--- src/rtl/spart_word_ctrl_pkg.sv ---
// Shared definitions for the SPART 16-bit word controller: state encodings,
// byte-select constants, the timeout fill word and small byte helpers.
package spart_word_ctrl_pkg;

    typedef enum logic [2:0] {
        ST_IDLE  = 3'd0,
        ST_TX_B0 = 3'd1,
        ST_TX_B1 = 3'd2,
        ST_RX_B0 = 3'd3,
        ST_RX_B1 = 3'd4,
        ST_GAP   = 3'd5,
        ST_DONE  = 3'd6
    } state_e;

    localparam logic BYTE_HI = 1'b1;
    localparam logic BYTE_LO = 1'b0;

    localparam logic [15:0] RX_TIMEOUT_WORD = 16'hFFFF;

    // GAP_CYCLES is limited to 1..15, so the gap count always fits in 4 bits
    localparam int unsigned GAP_TMR_W = 4;

    // Which half of the word is moved in a given transfer slot (second=0 is B0)
    function automatic logic byte_of(input logic hi_first, input logic second);
        return (hi_first ^ second) ? BYTE_HI : BYTE_LO;
    endfunction

    // Replace one byte of a word, leaving the other half untouched
    function automatic logic [15:0] place_byte(input logic [15:0] word,
                                               input logic        sel,
                                               input logic [7:0]  b);
        logic [15:0] w;
        w = word;
        if (sel == BYTE_HI) begin
            w[15:8] = b;
        end else begin
            w[7:0] = b;
        end
        return w;
    endfunction

endpackage

--- src/rtl/spart_wait_timer.sv ---
// Loadable down-counter shared by the inter-strobe gap and the byte-wait watchdog.
// load has priority over en; the count saturates at zero.
module spart_wait_timer #(
    parameter int unsigned W = 4
) (
    input  logic         clk,
    input  logic         rst,
    input  logic         load,
    input  logic [W-1:0] load_val,
    input  logic         en,
    output logic         zero_c
);

    logic [W-1:0] cnt_q;
    logic [W-1:0] cnt_d;

    // Next count: reload, or step down while not yet at zero
    always_comb begin
        cnt_d = cnt_q;
        if (load) begin
            cnt_d = load_val;
        end else if (en && (cnt_q != '0)) begin
            cnt_d = cnt_q - W'(1);
        end
    end

    // Count register
    always_ff @(posedge clk) begin
        if (rst) begin
            cnt_q <= '0;
        end else begin
            cnt_q <= cnt_d;
        end
    end

    assign zero_c = (cnt_q == '0);

endmodule

--- src/rtl/spart_word_ctrl.sv ---
// Sequences 16-bit word transfers over the 8-bit SPART byte interface:
// byte-select, write/read strobes, pipeline stall and receive word assembly.
// Optional build macro SPART_TIMEOUT_EN adds a per-byte watchdog that aborts
// a transfer stuck waiting on tbr/rda; without it the controller waits forever.
module spart_word_ctrl
    import spart_word_ctrl_pkg::*;
#(
    parameter int unsigned HI_FIRST       = 1,
    parameter int unsigned GAP_CYCLES     = 1,
    parameter int unsigned TIMEOUT_CYCLES = 4096
) (
    input  logic        clk,
    input  logic        rst,
    input  logic        tx_req,
    input  logic        rx_req,
    output logic        stall,
    output logic        byte_sel,
    input  logic        spart_tbr,
    output logic        spart_wr,
    input  logic        spart_rda,
    output logic        spart_rd,
    input  logic [7:0]  spart_rx_byte,
    output logic [15:0] rx_word,
    output logic        rx_valid,
    output logic        timeout
);

    localparam logic HI = (HI_FIRST != 0);

`ifdef SPART_TIMEOUT_EN
    localparam int unsigned TO_W  = $clog2(TIMEOUT_CYCLES);
    localparam int unsigned TMR_W = (TO_W > GAP_TMR_W) ? TO_W : GAP_TMR_W;
    localparam logic [TMR_W-1:0] TO_LOAD = TMR_W'(TIMEOUT_CYCLES - 1);
`else
    localparam int unsigned TMR_W = GAP_TMR_W;
`endif
    localparam logic [TMR_W-1:0] GAP_LOAD = TMR_W'(GAP_CYCLES - 1);

    // Reject configurations the counters cannot represent
    if (GAP_CYCLES < 1 || GAP_CYCLES > 15 || TIMEOUT_CYCLES < 2) begin : g_bad_cfg
        $error("spart_word_ctrl: GAP_CYCLES must be 1..15 and TIMEOUT_CYCLES >= 2");
    end

    state_e      state_q, state_d;
    logic        phase_q, phase_d;     // 0: first byte (and its gap), 1: second
    logic        is_rx_q, is_rx_d;
    logic [15:0] shadow_q, shadow_d;
    logic [15:0] rx_word_q, rx_word_d;
`ifdef SPART_TIMEOUT_EN
    logic        to_q, to_d;
`endif

    logic             tmr_load;
    logic [TMR_W-1:0] tmr_val;
    logic             tmr_en;
    logic             tmr_zero;

    logic             cur_second;

    spart_wait_timer #(
        .W (TMR_W)
    ) u_timer (
        .clk      (clk),
        .rst      (rst),
        .load     (tmr_load),
        .load_val (tmr_val),
        .en       (tmr_en),
        .zero_c   (tmr_zero)
    );

    assign cur_second = (state_q == ST_TX_B1) || (state_q == ST_RX_B1);

    // Next-state, strobes, stall, byte select and receive assembly
    always_comb begin
        state_d   = state_q;
        phase_d   = phase_q;
        is_rx_d   = is_rx_q;
        shadow_d  = shadow_q;
        rx_word_d = rx_word_q;
`ifdef SPART_TIMEOUT_EN
        to_d      = to_q;
`endif
        tmr_load  = 1'b0;
        tmr_val   = GAP_LOAD;
        tmr_en    = 1'b0;
        stall     = 1'b0;
        byte_sel  = BYTE_LO;
        spart_wr  = 1'b0;
        spart_rd  = 1'b0;
        rx_valid  = 1'b0;
        timeout   = 1'b0;

        case (state_q)
            ST_IDLE: begin
                stall   = tx_req | rx_req;
                phase_d = 1'b0;
`ifdef SPART_TIMEOUT_EN
                to_d    = 1'b0;
                tmr_val = TO_LOAD;
`endif
                if (tx_req) begin
                    state_d  = ST_TX_B0;
                    is_rx_d  = 1'b0;
                    tmr_load = 1'b1;
                end else if (rx_req) begin
                    state_d  = ST_RX_B0;
                    is_rx_d  = 1'b1;
                    tmr_load = 1'b1;
                end
            end

            ST_TX_B0, ST_TX_B1: begin
                stall    = 1'b1;
                byte_sel = byte_of(HI, cur_second);
                if (spart_tbr) begin
                    spart_wr = 1'b1;
                    phase_d  = cur_second;
                    state_d  = ST_GAP;
                    tmr_load = 1'b1;
`ifdef SPART_TIMEOUT_EN
                end else if (tmr_zero) begin
                    state_d = ST_DONE;
                    to_d    = 1'b1;
                end else begin
                    tmr_en = 1'b1;
`endif
                end
            end

            ST_RX_B0, ST_RX_B1: begin
                stall = 1'b1;
                if (spart_rda) begin
                    spart_rd = 1'b1;
                    shadow_d = place_byte(shadow_q, byte_of(HI, cur_second), spart_rx_byte);
                    phase_d  = cur_second;
                    state_d  = ST_GAP;
                    tmr_load = 1'b1;
`ifdef SPART_TIMEOUT_EN
                end else if (tmr_zero) begin
                    state_d   = ST_DONE;
                    to_d      = 1'b1;
                    rx_word_d = RX_TIMEOUT_WORD;
                end else begin
                    tmr_en = 1'b1;
`endif
                end
            end

            ST_GAP: begin
                stall    = 1'b1;
                byte_sel = is_rx_q ? BYTE_LO : byte_of(HI, phase_q);
                if (tmr_zero) begin
                    if (phase_q) begin
                        state_d = ST_DONE;
                        if (is_rx_q) begin
                            rx_word_d = shadow_q;
                        end
                    end else begin
                        state_d = is_rx_q ? ST_RX_B1 : ST_TX_B1;
`ifdef SPART_TIMEOUT_EN
                        tmr_load = 1'b1;
                        tmr_val  = TO_LOAD;
`endif
                    end
                end else begin
                    tmr_en = 1'b1;
                end
            end

            ST_DONE: begin
                rx_valid = is_rx_q;
`ifdef SPART_TIMEOUT_EN
                timeout  = to_q;
`endif
                state_d  = ST_IDLE;
            end

            default: begin
                state_d = ST_IDLE;
            end
        endcase

        // A reset cycle never stalls or strobes, whatever state it interrupts
        if (rst) begin
            stall    = 1'b0;
            byte_sel = BYTE_LO;
            spart_wr = 1'b0;
            spart_rd = 1'b0;
            rx_valid = 1'b0;
            timeout  = 1'b0;
        end
    end

    // State and data registers
    always_ff @(posedge clk) begin
        if (rst) begin
            state_q   <= ST_IDLE;
            phase_q   <= 1'b0;
            is_rx_q   <= 1'b0;
            shadow_q  <= 16'h0000;
            rx_word_q <= 16'h0000;
`ifdef SPART_TIMEOUT_EN
            to_q      <= 1'b0;
`endif
        end else begin
            state_q   <= state_d;
            phase_q   <= phase_d;
            is_rx_q   <= is_rx_d;
            shadow_q  <= shadow_d;
            rx_word_q <= rx_word_d;
`ifdef SPART_TIMEOUT_EN
            to_q      <= to_d;
`endif
        end
    end

    assign rx_word = rx_word_q;

endmodule

--- config.mk ---
export PLATFORM = sky130hd
export DESIGN_NAME = spart_word_ctrl
export DESIGN_NICKNAME = d
export VERILOG_FILES = /design/src/rtl/spart_word_ctrl_pkg.sv /design/src/rtl/spart_wait_timer.sv /design/src/rtl/spart_word_ctrl.sv
export SDC_FILE = /design/constraint.sdc
export NUM_CORES = 1
export LEC_CHECK = 0
export CORE_MARGIN = 10
export CORE_UTILIZATION = 30
export DETAILED_ROUTE_END_ITERATION = 7
export GPL_ROUTABILITY_DRIVEN = 0
export PLACE_DENSITY_LB_ADDON = 0.08
export RECOVER_POWER = 100
export SETUP_SLACK_MARGIN = 0.02
export SYNTH_ARGS = -nofsm -noshare
export SYNTH_HDL_FRONTEND = slang
export SYNTH_SLANG_ARGS = --single-unit
export TNS_END_PERCENT = 20
--- constraint.sdc ---
create_clock -name clk -period 3.1 [get_ports clk]
set_clock_uncertainty 0.2 [all_clocks]
set_input_delay 0.93 -clock clk [delete_from_list [all_inputs] [get_ports clk]]
set_output_delay 0.93 -clock clk [all_outputs]
set_load 0.02 [all_outputs]
==> flow_summary.json <==
{
  "ant_nets": 0,
  "min_path_cells": 2,
  "worstPathCellList": "clkdlybuf4s50_1 > nor2_1 > a221oi_1 > buf_2",
  "h-tree-depth": 2,
  "netlist-cell-type-count": 39,
  "relSlewSlack_pct": 29.7,
  "ys_ff_latch": 41,
  "ys_seq_area_share_pct": 45.7,
  "hpwlAfterDp_um": 3230,
  "synth_top_area_share_pct": 45.7,
  "cts_setup_buffers": 0,
  "yosys.area_share.simple_pct": 21.0,
  "clk_path_buf_depth": 2,
  "min_from": "shadow_q[13]",
  "synth_area_leaders": "dfxtp_1 (46%), mux2i_1 (15%), nor2_1 (7.3%)",
  "pre_cts_ws_ns": -0.407,
  "grt_antenna_before_repair": 0,
  "syn_nets": 216,
  "min_to": "shadow_q[13]",
  "stdcell_area_um2": 2350,
  "grt_max_degree": 24,
  "fin_ws_ns": 0.0732,
  "setup_viol": 0,
  "cts_sinks": 41,
  "synthArstFlopShare_pct": 0,
  "timing.fmax_ghz": 0.330,
  "period_share_pct": 97.6,
  "muxShareOfSynthArea_pct": 15.1,
  "r2r_start": "state_q[0]",
  "wl_um": 4390,
  "ctsRootBufferMaster": "clkbuf_8",
  "grt_remaining_overflow": 0,
  "die_x_um": 97.3,
  "synth_top_flop_cell": "dfxtp_1",
  "startpoint_type": "input pin",
  "io_pins": 36,
  "status": "complete, no violations",
  "rsz0062_at_grt": "yes",
  "cp.required_ns": 1.97,
  "cp_top_family": "buffers and inverters",
  "drive_above_1_share_pct": 10.2,
  "fillers": 631,
  "area.growth.synth_to_final_pct": 31.2,
  "synthXorXnorAreaFrac_pct": 1.95,
  "wl_per_cell_um": 13.7,
  "grt_pass1_wl_um": 7430,
  "cts_tree": "done",
  "cap_violations": 0,
  "peakVddDrop_mv": 0.254,
  "start_util_pct": 30.7,
  "hold_viol": 0,
  "syn_area_um2": 1790,
  "drv_slew": 0,
  "cp-end-kind": "output port",
  "avgSynthCellArea_um2": 8.93,
  "dr.pass1.iters": 6,
  "insertion_delay_ns": 0.29,
  "cp.arrival_ns": 1.90,
  "slowest_delay_ns": 0.47,
  "port_buffers": 34,
  "finalPower_mw": 1.49,
  "cts_buffers": 5,
  "synth_edf_count": 0,
  "chipHeight_um": 97.3,
  "path_class": "in -> out",
  "synth_cells": 201,
  "finalSetupTns_ns": 0,
  "first_iter_violations": 60,
  "path_clk_slew_ns": 0.08,
  "num_rows": 28,
  "nets": 260,
  "die_area_um2": 9470,
  "crit_buf_inv": 2,
  "vias": 1502,
  "worstMarginPinSlew_ns": 1.06,
  "yosys.area.top_type": "dfxtp_1",
  "antennaDiodeCount": 0,
  "core_um2": 5850,
  "synth-compound-area-share_pct": 9.48,
  "vias_per_cell": 4.68,
  "synth_top_family_by_area": "simple AND/OR/NAND/NOR gates",
  "grt_pass1_vias": 1469,
  "yosysWarnings": 0,
  "track_usage_pct": 9.38,
  "worstPathMaxFanout": 2,
  "min_path_type": "reg -> reg",
  "powerDensity_nw_per_um2": 632,
  "reg2reg_depth": 6,
  "drc": 0,
  "reg2reg_to": "rx_word[10]",
  "leakagePower_nw": 1.01,
  "cp_slowest_cell": "clkdlybuf4s50_1",
  "placed_area_um2": 2280,
  "r2r_slack_ns": 0.46,
  "finalCriticalPeriod_ns": 3.03,
  "synth-adder-area-share_pct": 0.697
}
registers in the layout, summed over array words and instances, names as in the netlist:
signal and cells:
rx_word 16, phase_q 1, u_timer.cnt_q 4, shadow_q 16
is_rx_q 1, state_q 3
synth_stat cells, types with 2 or more instances:
cell	n
nand4_1	2
mux2i_1	26
nor2_1	35
nor2b_1	2
buf_6	3
nand2b_1	2
buf_2	2
o21ai_0	6
xnor2_1	3
a21oi_1	12
clkbuf_1	8
inv_1	5
nor3_1	4
a211oi_1	3
nand2_1	21
dfxtp_1	41
nand3_1	2
nor3b_1	3
layout make-up:
type                            count  area (um^2)  share of cell area [%]
Multi-Input combinational cell    140          861                    36.6
Sequential cell                    41          821                    34.9
Timing Repair Buffer               52          439                    18.7
Tap cell                           75         93.8                    3.99
Clock buffer                        6         82.6                    3.51
Clock inverter                      2         37.5                    1.59
Inverter                            5         18.8                   0.797
report_power, final:
| group | switching, mW | total [mW] | leakage, nW | internal (mW) |
|---|---|---|---|---|
| Clock | 0.186 | 0.448 | 0.0574 | 0.262 |
| Sequential | 0.0625 | 0.632 | 0.331 | 0.569 |
| Combinational | 0.219 | 0.408 | 0.622 | 0.188 |
| Total | 0.468 | 1.49 | 1.01 | 1.02 |
routing by layer:
metal | up-vias | GRT usage, % | part of all wire [%]
met1 | 695 | 11.3 | 47
met5 | - | 0 | 0
met4 | 0 | 3.36 | 0.75
met3 | 5 | 3.20 | 4.4
met2 | 33 | 15.1 | 48
li1 | 769 | - | -
through the flow:
stage          cells  hold WS [ns]  utilization (%)
2_1_floorplan    201         0.236                -
3_3_place_gp     313         0.243             38.9
6_report         321         0.257             40.2
3_5_place_dp     313         0.248             38.9
5_1_grt          321         0.297             40.2
4_1_cts          321         0.260             40.9
tightest hold or removal path: stages, from the launching register on:
cell	delay [ns]
dfxtp_1	0.31
nand2_1	0.05
a21oi_1	0.05
kinds of logic after synthesis:
| family | Yosys count |
|---|---|
| muxes | 27 |
| buffers and inverters | 20 |
| and+or+nand+nor | 79 |
| adders and majority gates | 1 |
| DFF | 41 |
| AOI/OAI and AO/OA | 28 |
| xor gates and xnor gates | 4 |
| other | 1 |
worst max path at each step:
stage	start	to	slack, ns	cells after the start
floorplan	rst	spart_rd	0.1	4
global route	tx_req	stall	0.002	4
CTS	spart_tbr	spart_wr	0.04	4
finish	tx_req	stall	0.07	4
detailed placement	rst	rx_valid	-0.41	5
global placement	rst	rx_valid	-0.41	5
placed cells by master (no fill, tap or decap), types with 2 or more instances in the layout:
cell	count
xnor2_1	3
dlygate4sd3_1	16
nand2b_1	2
nand3_1	2
nand4_1	2
nand2_1	21
mux2i_1	26
nor2_1	35
dfxtp_1	41
nor3b_1	3
a211oi_1	3
inv_1	5
dlygate4sd2_1	2
a21oi_1	12
clkbuf_1	6
buf_4	11
nor3_1	4
o21ai_0	6
clkdlybuf4s50_1	12
clkbuf_8	6
clkbuf_2	2
nor2b_1	2
timing repair:
action	in CTS	in global routing
gates resized for setup	15	1
pin swaps	0	0
setup endpoints to repair	5	3
hold buffers	0	0
Note: power is estimated with default switching activity, not from simulation.
